### config.mk
export PLATFORM = sky130hd
export DESIGN_NAME = regfile_wb_arbiter
export DESIGN_NICKNAME = d
export VERILOG_FILES = /design/src/rtl/regfile_pkg.sv /design/src/rtl/rr_arbiter.sv /design/src/rtl/regfile_wb_arbiter.sv
export SDC_FILE = /design/constraint.sdc
export NUM_CORES = 1
export LEC_CHECK = 0
export CAP_MARGIN = 10
export CORE_UTILIZATION = 29
export CTS_CLUSTER_SIZE = 20
export DETAILED_ROUTE_END_ITERATION = 10
export HOLD_SLACK_MARGIN = 0.06
export PLACE_DENSITY_LB_ADDON = 0.12
export SLEW_MARGIN = 5
export SYNTH_ARGS = -nofsm -noshare
export SYNTH_HDL_FRONTEND = slang
export SYNTH_SLANG_ARGS = --single-unit
### constraint.sdc
create_clock -name clk -period 3.5 [get_ports clk]
set_input_delay 0.525 -clock clk [delete_from_list [all_inputs] [get_ports clk]]
set_output_delay 0.525 -clock clk [all_outputs]
set_load 0.01 [all_outputs]
### src/rtl/regfile_pkg.sv
// Shared register-file definitions for the write-back path: address/data widths,
// the hardwired-zero register and the captured write-back request type.
package regfile_pkg;

    localparam int REG_ADDR_W = 3;
    localparam int REG_DATA_W = 4;
    localparam int NUM_REGS   = 8;
    localparam logic [REG_ADDR_W-1:0] REG_ZERO = 3'd0;

    typedef struct packed {
        logic [REG_ADDR_W-1:0] addr;
        logic [REG_DATA_W-1:0] data;
    } wb_req_t;

    function automatic logic [NUM_REGS-1:0] reg_onehot(input logic [REG_ADDR_W-1:0] a);
        logic [NUM_REGS-1:0] v;
        v    = '0;
        v[a] = 1'b1;
        return v;
    endfunction

endpackage

### src/rtl/rr_arbiter.sv
// Round-robin arbiter: grants the first requester at or after the pointer and
// moves the pointer just past the winner whenever the grant is consumed.
module rr_arbiter #(
    parameter int N = 4
) (
    input  logic         clk,
    input  logic         reset,
    input  logic         enable,
    input  logic [N-1:0] req,
    output logic [N-1:0] grant,
    input  logic         advance
);

    localparam int PTR_W = (N > 1) ? $clog2(N) : 1;

    logic [PTR_W-1:0] ptr;
    logic [PTR_W-1:0] grant_idx;
    int               idx;

    // Scan from the farthest offset back to the pointer so the closest hit is kept.
    always_comb begin
        grant     = '0;
        grant_idx = '0;
        idx       = 0;
        if (enable) begin
            for (int k = N - 1; k >= 0; k--) begin
                idx = int'(ptr) + k;
                if (idx >= N) begin
                    idx = idx - N;
                end
                if (req[idx]) begin
                    grant      = '0;
                    grant[idx] = 1'b1;
                    grant_idx  = PTR_W'(idx);
                end
            end
        end
    end

    always_ff @(posedge clk) begin
        if (reset) begin
            ptr <= '0;
        end else if (advance) begin
            ptr <= (int'(grant_idx) == N - 1) ? '0 : grant_idx + 1'b1;
        end
    end

endmodule

### src/rtl/regfile_wb_arbiter.sv
// Shares the register file's single write port between NUM_REQ write-back requesters.
// Define REGFILE_WB_BYPASS_EN to add the same-cycle write/read forwarding ports.
module regfile_wb_arbiter
    import regfile_pkg::*;
#(
    parameter int NUM_REQ = 4,
    parameter int CNT_W   = 8
) (
    input  logic                          clk,
    input  logic                          reset,
    input  logic                          arb_enable,
    input  logic [NUM_REQ-1:0]            req_valid,
    input  logic [NUM_REQ*REG_ADDR_W-1:0] req_addr,
    input  logic [NUM_REQ*REG_DATA_W-1:0] req_data,
    output logic [NUM_REQ-1:0]            req_ready,
    output logic                          regfile_write_enable,
    output logic [REG_ADDR_W-1:0]         write_addr,
    output logic [REG_DATA_W-1:0]         write_data,
    output logic [NUM_REGS-1:0]           busy_mask,
`ifdef REGFILE_WB_BYPASS_EN
    input  logic [REG_ADDR_W-1:0]         read_addr1,
    input  logic [REG_ADDR_W-1:0]         read_addr2,
    input  logic [REG_DATA_W-1:0]         rf_read_data1,
    input  logic [REG_DATA_W-1:0]         rf_read_data2,
    output logic [REG_DATA_W-1:0]         fwd_data1,
    output logic [REG_DATA_W-1:0]         fwd_data2,
`endif
    output logic [CNT_W-1:0]              r0_drop_cnt
);

    logic [NUM_REQ-1:0] grant;
    logic               transfer;
    logic               sel_is_r0;
    wb_req_t            sel_req;

    // Grants only go to valid requesters, so any grant is a completed transfer.
    rr_arbiter #(.N(NUM_REQ)) u_rr_arbiter (
        .clk    (clk),
        .reset  (reset),
        .enable (arb_enable & ~reset),
        .req    (req_valid),
        .grant  (grant),
        .advance(transfer)
    );

    assign req_ready = grant;
    assign transfer  = |grant;
    assign sel_is_r0 = (sel_req.addr == REG_ZERO);

    always_comb begin
        sel_req = '0;
        for (int i = 0; i < NUM_REQ; i++) begin
            if (grant[i]) begin
                sel_req.addr = req_addr[REG_ADDR_W*i +: REG_ADDR_W];
                sel_req.data = req_data[REG_DATA_W*i +: REG_DATA_W];
            end
        end
    end

    // An R0 write still takes the slot but never reaches the port; it is only counted.
    always_ff @(posedge clk) begin
        if (reset) begin
            regfile_write_enable <= 1'b0;
            write_addr           <= '0;
            write_data           <= '0;
            busy_mask            <= '0;
            r0_drop_cnt          <= '0;
        end else begin
            regfile_write_enable <= transfer && !sel_is_r0;
            busy_mask            <= (transfer && !sel_is_r0) ? reg_onehot(sel_req.addr) : '0;
            if (transfer) begin
                write_addr <= sel_req.addr;
                write_data <= sel_req.data;
            end
            if (transfer && sel_is_r0 && (r0_drop_cnt != '1)) begin
                r0_drop_cnt <= r0_drop_cnt + 1'b1;
            end
        end
    end

`ifdef REGFILE_WB_BYPASS_EN
    assign fwd_data1 = (read_addr1 == REG_ZERO) ? '0 :
                       (regfile_write_enable && read_addr1 == write_addr) ? write_data : rf_read_data1;
    assign fwd_data2 = (read_addr2 == REG_ZERO) ? '0 :
                       (regfile_write_enable && read_addr2 == write_addr) ? write_data : rf_read_data2;
`endif

endmodule

==> metrics.md <==
| Metric | Value |
|---|---|
| Minimum clock period | `approximately 3.3 ns` |
| Site Rows | `28` |
| Full die area | `6640 sq um` |
| Clk Latency, worst-skew pair | `around 0.27 ns` |
| Final ANT Viol Nets | `0` |
| CP endpoint kind | `output port` |
| Minimum hold slack | `roughly 0.45 ns` |
| Fin. Hold Viols | `0` |
| Netlist Area Pre-Place | `around 1800 sq um` |
| Yosys warning count | `0` |
| Most instantiated cells after synthesis | `dfxtp_1 (26), nand2_1 (15), inv_1 (12), nor2_1 (11)` |
| Avg Cell Area, Syn | `9.25 sq um` |
| Achievable clock frequency | `299 MHz` |
| CP Launch Type | `input port` |
| Num Clock Sinks | `26` |
| Via/cell ratio | `approximately 4.9` |
| Area of the multi-input gates | `~1300 sq um` |
| Finished layout cell area | `around 3000 sq um` |
| Proportion of layout cells with a drive suffix above 1 | `0.266` |
| Number of synthesized flops with an enable pin | `0` |
| Drt drc | `0` |
| Tcrit/Tclk final | `0.956` |
| Clock buffer depth | `2` |
| CTS tree | `done` |
| Predominant post-synthesis flop cell | `dfxtp_1` |
| GR Util All Layers | `0.164` |
| Hold buffers post-CTS | `0` |
| Iter 0 DRT Violations | `83` |
| Clk pin slew, worst setup/hold paths | `0.09 ns` |
| Clk_skew | `about 0.0052 ns` |
| Count leader, synth | `dfxtp_1` |
| Htree depth | `1` |
| Synth top area share | `0.284` |
| N_diodes | `0` |
| Req. time, crit path | `between 2 and 3 ns` |
| RSZ-0062 raised after global routing | `no` |
| Vias in the first global route | `1784` |
| Root Driver | `clkbuf_8` |
| Post-synthesis sequential area ratio | `0.284` |
| Crit path max fanout | `6` |
| DR WL/cell | `between 10 and 15 microns` |
| Initial antenna violation count | `0` |
| RD Place Congestion | `0.777` |
| Crit path DAT | `roughly 2.8 ns` |
| # Max-Cap Violations | `0` |
| Sequential Area | `between 500 and 600 sq um` |
| HPWL Detailed | `~4100 microns` |
| Fill cells | `roughly 580` |
| Nets | `approximately 350` |
| Yosys reg bits | `26` |
| Via count | `1832` |
| PD cells | `roughly 800 nW/um^2` |
| Layout area overhead | `62.2%` |
| Post-synthesis net count | `between 200 and 250` |
| Cell count after synthesis | `slightly below 200` |
| Area contributors post-synth | `dfxtp_1 (28%), ha_1 (6.1%), mux2i_1 (4.9%)` |
| Core area | `5990 sq um` |
| IO Port Bufs | `62` |
| Largest net degree at the start of global routing | `16` |
| Placed Instance Area | `~2800 sq um` |
| Die Y | `81.5 microns` |
| Global-route wire length before repair | `8430 microns` |
| Routed WL | `5250 microns` |
| Final total power | `2.37 mW` |
| Worst hold path class | `reg2reg` |
| Critical path class | `in2out` |
| Initial Util | `0.306` |
| Fin. max-slew vios | `0` |
| GRT overflow | `0` |
| Synth cell types | `57` |
| Async S/R FF share, synth | `0` |
| DR pass1 iterations | `4` |
| Final core utilization | `0.496` |
| Die Span X | `just over 80 microns` |
| Outcome | `completed` |
| IO Count | `63` |
| Leak | `between 1 and 1.5 nW` |
| Leading area contributor after synthesis | `dfxtp_1` |
| Total CTS buffers | `3` |
| Endpoints failing setup | `0` |
| Worst vdd ir | `about 270 uV` |
final cells by class:
type	count	share of cell area
timing repair buffer	104	0.318
sequential	26	0.176
tap	75	0.0316
clock inverter	1	0.0101
multi-input combinational	153	0.431
clock buffer	3	0.0139
inverter	14	0.0194
placed cells by master, fill, tap and decap left out, types with 2 or more instances in the layout:
master            n
o22a_1            4
nand4_1           3
a211oi_1          6
dlymetal6s2s_1    4
nand2_1          15
nor3_1            5
nor2b_1           3
mux4_2            4
a31oi_1           3
mux2i_1           8
clkbuf_8          3
a211oi_4          2
a22o_1            3
o21ai_0           5
nand3_1           3
ha_1              8
dfxtp_1          25
and2_1            4
a21oi_1           6
mux2_2            4
a31o_2            2
a211o_2           2
a21o_1            3
buf_4            42
nor3b_1           2
and3_1            6
inv_1            12
nor2_1           11
clkdlybuf4s50_1  58
nand2b_1          7
a22oi_1           3
a311o_2           2
worst max-delay path, stage by stage:
cell	delay (ns)
clkdlybuf4s50_1	0.47
mux4_2	0.58
a21o_1	0.24
a211oi_4	0.26
buf_4	0.21
clkdlybuf4s50_1	0.54
routing by layer:
layer,track usage,wire length [microns],vias to the layer above
met5,0,0,-
met4,0.0268,28,0
met3,0.0344,306,2
met2,0.278,2390,47
met1,0.215,2520,841
li1,-,-,942
timing repair:
action	in CTS	in global routing
endpoints found under the setup margin	4	8
pin swaps	2	2
setup buffers	6	1
gates resized for setup	2	5
kinds of logic (layout without fill, tap and decap cells):
| kind of cell | Yosys count | count (layout) | synth area share |
|---|---|---|---|
| AOI/OAI and AO/OA | 55 | 55 | 0.255 |
| xor gates and xnor gates | 1 | 1 | 0.00478 |
| adders and majority gates | 9 | 9 | 0.0615 |
| buffers and inverters | 19 | 122 | 0.0478 |
| DFF | 26 | 26 | 0.284 |
| muxes | 17 | 17 | 0.123 |
| other | 1 | 1 | 0.00205 |
| and+or+nand+nor | 70 | 70 | 0.221 |
flip-flops by register name, indices dropped and copies added (netlist names):
signal,cells
r0_drop_cnt,8
busy_mask,8
write_data,4
u_rr_arbiter.ptr,2
regfile_write_enable,1
write_addr,3
worst paths after layout:
check	from	end	slack, ns	cells past startpoint
hold / removal	write_addr[0]$_SDFFE_PP0P_	write_addr[0]$_SDFFE_PP0P_	0.45	2
setup / recovery	req_valid[3]	req_ready[2]	0.15	6
setup reg to reg	u_rr_arbiter.ptr[0]$_SDFFE_PP0P_	r0_drop_cnt[1]$_SDFFE_PP0P_	0.25	11
hold reg to reg	write_addr[0]$_SDFFE_PP0P_	write_addr[0]$_SDFFE_PP0P_	0.45	2
through the flow:
step	instances	TNS [ns]	setup WS (ns)
global route	376	0	0.0212
finish	376	0	0.153
detailed placement	365	-0.407	-0.0911
CTS	375	0	0.0259
floorplan	198	0	0.000626
global placement	365	-0.378	-0.0783
where the power goes:
group | internal (mW) | leakage, nW | total [mW] | switching (mW)
Clock | 0.153 | 0.0357 | 0.256 | 0.102
Sequential | 0.395 | 0.214 | 0.443 | 0.0475
Combinational | 0.879 | 0.999 | 1.67 | 0.788
Total | 1.43 | 1.25 | 2.37 | 0.938
(Power assumes the default switching activity.)
